[src/rtl/cache_miss_ctrl.sv]
// Per-access miss controller for the set-associative data cache: zero-wait hits,
// dirty-victim writeback, line refill and replay of the original lookup.
module cache_miss_ctrl #(
  parameter int TAG_WIDTH    = 26,
  parameter int INDEX_WIDTH  = 2,
  parameter int OFFSET_WIDTH = 4
) (
  input  logic                    clk,
  input  logic                    reset,
  input  logic                    cpu_req,
  input  logic                    cpu_wen,
  input  logic [31:0]             cpu_addr,
  input  logic [31:0]             cpu_wdata,
  output logic                    cpu_ready,
  output logic [31:0]             cpu_rdata,
  input  logic                    lk_hit,
  input  logic                    lk_dirty,
  input  logic [TAG_WIDTH-1:0]    lk_replace_tag,
  input  logic [31:0]             lk_read_data,
  output logic [OFFSET_WIDTH-3:0] lk_offset,
  output logic                    lk_en,
  output logic                    lk_wen,
  output logic                    fill_we,
  output logic [31:0]             fill_data,
  output logic                    fill_done,
  output logic                    mem_req,
  output logic                    mem_wen,
  output logic [31:0]             mem_addr,
  output logic [31:0]             mem_wdata,
  input  logic [31:0]             mem_rdata,
  input  logic                    mem_ready
);

  localparam int WORD_BITS = OFFSET_WIDTH - 2;
  localparam int LINE_BITS = TAG_WIDTH + INDEX_WIDTH;
  localparam logic [WORD_BITS-1:0] CNT_LAST = {WORD_BITS{1'b1}};
  localparam logic [WORD_BITS-1:0] CNT_ONE  = {{(WORD_BITS-1){1'b0}}, 1'b1};

  typedef enum logic [1:0] {
    LOOKUP    = 2'd0,
    WRITEBACK = 2'd1,
    REFILL    = 2'd2,
    FINISH    = 2'd3
  } state_t;

  state_t                 state, state_next;
  logic [WORD_BITS-1:0]   cnt, cnt_next;
  logic [LINE_BITS-1:0]   addr_q, addr_next;   // {tag, index} of the missing access
  logic [TAG_WIDTH-1:0]   vtag_q, vtag_next;

  // Store data goes straight to the data array; only the line address bits are kept here.
  logic unused_bits;
  assign unused_bits = ^{cpu_wdata, cpu_addr[1:0]};

  // State, word counter and latched miss context.
  always_ff @(posedge clk or posedge reset) begin
    if (reset) begin
      state  <= LOOKUP;
      cnt    <= {WORD_BITS{1'b0}};
      addr_q <= {LINE_BITS{1'b0}};
      vtag_q <= {TAG_WIDTH{1'b0}};
    end else begin
      state  <= state_next;
      cnt    <= cnt_next;
      addr_q <= addr_next;
      vtag_q <= vtag_next;
    end
  end

  // Next-state and output decode.
  always_comb begin
    state_next = state;
    cnt_next   = cnt;
    addr_next  = addr_q;
    vtag_next  = vtag_q;
    cpu_ready  = 1'b0;
    cpu_rdata  = 32'h0000_0000;
    lk_offset  = cpu_addr[OFFSET_WIDTH-1:2];
    lk_en      = 1'b0;
    lk_wen     = 1'b0;
    fill_we    = 1'b0;
    fill_data  = 32'h0000_0000;
    fill_done  = 1'b0;
    mem_req    = 1'b0;
    mem_wen    = 1'b0;
    mem_addr   = 32'h0000_0000;
    mem_wdata  = 32'h0000_0000;
    case (state)
      LOOKUP: begin
        if (cpu_req && lk_hit) begin
          cpu_ready = 1'b1;
          cpu_rdata = lk_read_data;
          lk_wen    = cpu_wen;
        end else if (cpu_req) begin
          addr_next  = cpu_addr[31:OFFSET_WIDTH];
          vtag_next  = lk_replace_tag;
          cnt_next   = {WORD_BITS{1'b0}};
          state_next = lk_dirty ? WRITEBACK : REFILL;
        end else begin
          state_next = LOOKUP;
        end
      end
      WRITEBACK: begin
        lk_offset = cnt;
        mem_req   = 1'b1;
        mem_wen   = 1'b1;
        mem_addr  = {vtag_q, addr_q[INDEX_WIDTH-1:0], cnt, 2'b00};
        mem_wdata = lk_read_data;
        if (mem_ready) begin
          cnt_next = cnt + CNT_ONE;
          if (cnt == CNT_LAST) begin
            state_next = REFILL;
          end else begin
            state_next = WRITEBACK;
          end
        end else begin
          cnt_next = cnt;
        end
      end
      REFILL: begin
        // Read buffers upstream are not assumed; the word is written into the way as it arrives.
        lk_offset = cnt;
        mem_req   = 1'b1;
        mem_addr  = {addr_q, cnt, 2'b00};
        fill_data = mem_rdata;
        if (mem_ready) begin
          fill_we  = 1'b1;
          cnt_next = cnt + CNT_ONE;
          if (cnt == CNT_LAST) begin
            state_next = FINISH;
          end else begin
            state_next = REFILL;
          end
        end else begin
          cnt_next = cnt;
        end
      end
      FINISH: begin
        fill_done  = 1'b1;
        lk_en      = 1'b1;
        cnt_next   = {WORD_BITS{1'b0}};
        state_next = LOOKUP;
      end
      default: begin
        cnt_next   = {WORD_BITS{1'b0}};
        state_next = LOOKUP;
      end
    endcase
  end

endmodule

[config.mk]
export PLATFORM = sky130hd
export DESIGN_NAME = cache_miss_ctrl
export DESIGN_NICKNAME = d
export VERILOG_FILES = /design/src/rtl/cache_miss_ctrl.sv
export SDC_FILE = /design/constraint.sdc
export NUM_CORES = 1
export LEC_CHECK = 0
export BUFFER_PORTS_ARGS = -buffer_cell sky130_fd_sc_hd__buf_2
export CAP_MARGIN = 20
export CELL_PAD_IN_SITES_DETAIL_PLACEMENT = 1
export CELL_PAD_IN_SITES_GLOBAL_PLACEMENT = 2
export CORE_MARGIN = 1
export CORE_UTILIZATION = 23
export CTS_CLUSTER_SIZE = 25
export DETAILED_ROUTE_END_ITERATION = 8
export GPL_TIMING_DRIVEN = 0
export PLACE_DENSITY_LB_ADDON = 0.1
export REMOVE_ABC_BUFFERS = 1
export SKIP_CTS_REPAIR_TIMING = 1
export SLEW_MARGIN = 0
export SYNTH_ARGS = -nofsm -noshare
export SYNTH_HDL_FRONTEND = slang
export SYNTH_SLANG_ARGS = --single-unit
[constraint.sdc]
create_clock -name clk -period 3.5 [get_ports clk]
set_clock_uncertainty 0.1 [all_clocks]
set_input_delay 0.35 -clock clk [delete_from_list [all_inputs] [get_ports clk]]
set_output_delay 0.35 -clock clk [all_outputs]
set_load 0.05 [all_outputs]
After elaboration in Yosys (flattened, before gate mapping)

Cells that the tools add are included.

Register bits after elaboration: 58
Latch bits: 0
Bits in writable memories: 0
ROM bits: 0
Input bits: 161
Output and inout bits: 137
Logic and storage cells: 48
Memories: 0

$add $sub $neg: 1
$mul: 0
Divide/modulo/power cells: 0
Order comparisons: 0
Equal/unequal tests: 9
Shift-type cells: 0
Muxes and demuxes: 27
Bitwise gates (word level): 1
Reductions and logical operators: 6

Operators by type and width:

| operator                                              | count |
|---|---|
| 2-to-1 mux 32 bit                                     | 4 |
| case mux 32 bit (2 select lines)                      | 1 |
| 2-to-1 mux 2 bit                                      | 10 |
| 2-to-1 mux 1 bit                                      | 10 |
| AND reduction 3 bit                                   | 3 |
| inequality test 2 bit, second input constant          | 4 |
| case mux 2 bit (4 select lines)                       | 1 |
| == test 2 bit, second input constant                  | 3 |
| case mux 2 bit (3 select lines)                       | 1 |
| adder 2 x 1 -> 2 bit, second input constant           | 1 |
| == test 2 x 1 -> 1 bit, second input constant         | 1 |
| zero test 2 bit                                       | 1 |
| inequality test 2 x 1 -> 1 bit, second input constant | 1 |
| OR reduction 2 bit                                    | 1 |
| logical AND 1 bit                                     | 1 |
| NOT 1 bit                                             | 1 |

Depth between registers and ports, before layout

Depth in word-level cells: 4
Mapped depth: 7
Gate-level depth less buffers: 5

Least setup slack after synthesis

No wires, ideal clock.

Path type: register to output
Start: register state[0]
End: output mem_addr[3]
Data arrival time: 2.565 ns
Data required time: 3.050 ns
Setup slack: 0.485 ns
Stages on the path, launching flop included: 6
Cell sequence: dfrtp_1 inv_1 ha_1 inv_1 clkbuf_1 nor3_1

Longest elaborated chain between the ends: 2

Ends and longest elaborated chain:

| item                                                    | RTL line | source |
|---|---|---|
| start, declared                                         | 46       | `state_t state, state_next;` |
| start signal, assigned                                  | 63       | `state <= state_next;` |
| == test 2 bit or == test 2 x 1 -> 1 bit (tied branches) | 88       | `case (state)` |
| case mux 32 bit (2 select lines) *                      | 88       |  |
| end, declared                                           | 28       | `output logic [31:0] mem_addr,` |

Mark *: on every way between the ends. The rest lies on a longest branch, timed or not.

Final worst setup path

Start: register state[0]
End: output mem_addr[5]

Same word-level chain as after synthesis.

==> impl_metrics.env <==
export IMPL_status="completed"
export IMPL_grt_pass1_wl_mm=20.0
export IMPL_synth_fa_ha_area_share_pct=2.73
export IMPL_clock_sinks=58
export IMPL_crit_end="mem_addr[5]"
export IMPL_initialDrtViolationCount=87
export IMPL_finalWeightedCongestion=0.704
export IMPL_synth_top_area_share_pct=39.6
export IMPL_crit_buf_inv=4
export IMPL_syn_area_per_cell_um2=11.0
export IMPL_cpPeakStageDelay_ns=0.52
export IMPL_fin_crit_sh_pct=82.5
export IMPL_yosys_warnings=0
export IMPL_crit_family="buffers and inverters"
export IMPL_grt_pass1_vias=3391
export IMPL_ant_nets=0
export IMPL_synthMuxAreaShare_pct=23.8
export IMPL_routed_via_count=3363
export IMPL_synth_seq_cells=58
export IMPL_layout_setup_ws_ns=0.612
export IMPL_synth_top_family_by_area="multiplexers"
export IMPL_worstPathArrival_ns=2.44
export IMPL_final_area_um2=5500
export IMPL_hpwl_mm=10.1
export IMPL_synth_simple_gate_area_share_pct=21.4
export IMPL_ctsLongestPathBuffers=2
export IMPL_firstDrtPassIters=4
export IMPL_cp_end_kind="output port"
export IMPL_synthTopCellsByArea="dfrtp_1 (40%), mux2_4 (20%), and2_1 (17%)"
export IMPL_r2r_start="state[0]$_DFFE_PP0P_"
export IMPL_path_cells="inv_1 -> ha_1 -> inv_1 -> buf_16 -> nor2_1 -> and2_1 -> buf_2"
export IMPL_cts_buffers=9
export IMPL_io_buffers=261
export IMPL_placement_cell_area_um2=5160
export IMPL_ys_types=25
export IMPL_timing_fmax_mhz=346
export IMPL_syn_cell_area_um2=3670
export IMPL_io_pins=298
export IMPL_start_util_pct=23.9
export IMPL_h_tree_depth=3
export IMPL_placed_cells=782
export IMPL_yosysSeqAreaShare_pct=39.6
export IMPL_vdd_ir_drop_max_mv=0.384
export IMPL_fin_crit_ns=2.89
export IMPL_tritoncts="built"
export IMPL_vias_per_cell=4.21
export IMPL_drt_total_wl_mm=13.2
export IMPL_leakage_nw=3.13
export IMPL_setup_violations=0
export IMPL_dieWidth_um=128
export IMPL_antenna_cells=0
export IMPL_crit_top_cell="inv_1"
export IMPL_crit_path_top_delay_cell="inv_1"
export IMPL_finalNetCount=752
export IMPL_synth_xor_area_share_pct=0
export IMPL_grt_ovfl_total=0
export IMPL_rr_worst_depth=5
export IMPL_rsz0062_at_grt="no"
export IMPL_crit_type="flip-flop to output port"
export IMPL_startpoint="state[0]$_DFFE_PP0P_"
export IMPL_r2r_slack_ns=1.15
export IMPL_area_delta_synth_final_pct=50.1
export IMPL_clk_latency_ns=0.32
export IMPL_grt_max_degree=46
export IMPL_hold_class="primary input to flip-flop"
export IMPL_fp_dieArea_um2=16500
export IMPL_cp_required_ns=3.05
export IMPL_core_area_um2=15400
export IMPL_clk_pin_slew_worst_paths_ns=0.05
export IMPL_syn_inst=332
export IMPL_crit_path_start_kind="flip-flop"
export IMPL_slew_violations=0
export IMPL_power_density_nw_per_um2=900
export IMPL_instances_no_fill=799
export IMPL_drcViolationCount=0
export IMPL_num_rows=45
export IMPL_cp_depth=7
export IMPL_yosysTopAreaCell="dfrtp_1"
export IMPL_r2r_end="cnt[0]$_DFFE_PP0P_"
export IMPL_synth_compound_area_share_pct=6.14
export IMPL_timing_max_cap_violations=0
export IMPL_tightestPinTransition_ns=0.851
export IMPL_root_buffer="clkbuf_16"
export IMPL_track_usage_pct=16.0
export IMPL_wl_per_cell_um=16.5
export IMPL_pre_cts_slack_ns=0.889
export IMPL_drive_above_1_share_pct=58.7
export IMPL_crit_fanout=18
export IMPL_final_hold_viol_count=0
export IMPL_chipHeight_um=128
export IMPL_antenna_found_initial=2
export IMPL_final_core_util_pct=35.8
export IMPL_max_slew_margin_pct=43.3
[cell families (layout without fill, tap and decap cells)]
family	Yosys count	in the layout
AND/OR/NAND/NOR	138	138
multiplexers	61	61
flip-flops	58	58
buffers and inverters	35	290
AO/OA/AOI/OAI	31	31
adder cells (fa/ha/maj)	8	8
other	1	2
[metrics by stage]
stage | TNS [ns] | power [mW] | hold WS (ns)
detailed placement | 0 | 4.04 | 0.330
global placement | -28.23 | 3.91 | 0.388
global route | 0 | 5.26 | 0.146
CTS | 0 | 5.05 | -0.0232
finish | 0 | 4.96 | 0.156
floorplan | 0 | 3.26 | 0.373
[cell usage in the layout, fill, tap and decap left out, types with 3 or more instances in the layout]
cell	n
a22oi_1	26
ha_1	7
buf_2	261
clkbuf_16	9
and2_1	101
mux2_4	50
mux2_2	9
dfrtp_1	58
nor2_1	30
buf_16	3
inv_1	6
[cell usage after synthesis]
cell type	instances
and2_1	101
dfrtp_1	58
mux2_4	50
nor2_1	30
a22oi_1	26
clkbuf_1	16
mux2_2	9
ha_1	8
inv_1	7
buf_12	5
buf_1	3
buf_4	3
mux2i_1	2
nand3_1	2
o21ai_0	2
a21oi_1	1
and3_2	1
buf_6	1
conb_1	1
nand2_1	1
nand2_2	1
nor3_1	1
o221ai_1	1
o22ai_1	1
or2_1	1
[registers in the layout, summed over array words and instances (netlist names)]
name    flops
addr_q     28
cnt         2
state       2
vtag_q     26
[cell type report]
| cell class | instances | area (um2) |
|---|---|---|
| Clock buffer | 12 | 256 |
| Clock inverter | 4 | 73.8 |
| Timing Repair Buffer | 267 | 1440 |
| Fill cell | 1816 | 9870 |
| Sequential cell | 58 | 1450 |
| Inverter | 7 | 26.3 |
| Multi-Input combinational cell | 240 | 1990 |
| Tap cell | 211 | 264 |
[layer usage]
| layer | share of wire [%] | vias up | wire length (um) | global-route usage, % |
|---|---|---|---|---|
| li1 | - | 1601 | - | - |
| met2 | 51 | 143 | 6750 | 28.6 |
| met4 | 0.76 | 2 | 100 | 3.94 |
| met3 | 8.6 | 11 | 1140 | 5.51 |
| met5 | 0.098 | - | 13 | 0 |
| met1 | 39 | 1606 | 5210 | 18.0 |
[where the power goes]
part | leakage [nW] | switching, mW | internal [mW]
clock | 0.163 | 0.305 | 0.662
combinational | 2.28 | 1.77 | 1.01
sequential | 0.688 | 0.201 | 1.01
total | 3.13 | 2.27 | 2.68
[how the worst min path moves through the flow]
| stage | slack, ns | end | depth (start not counted) | start |
|---|---|---|---|---|
| after floorplan | 0.37 | addr_q[0]$_DFFE_PP0P_ | 1 | addr_q[0]$_DFFE_PP0P_ |
| after global placement | 0.39 | addr_q[1]$_DFFE_PP0P_ | 1 | addr_q[1]$_DFFE_PP0P_ |
| after detailed placement | 0.33 | addr_q[3]$_DFFE_PP0P_ | 2 | reset |
| after CTS | -0.02 | addr_q[3]$_DFFE_PP0P_ | 2 | reset |
| after global routing | 0.15 | addr_q[3]$_DFFE_PP0P_ | 2 | cpu_addr[7] |
| final | 0.16 | vtag_q[16]$_DFFE_PP0P_ | 2 | lk_replace_tag[16] |
(Power assumes the default switching activity.)
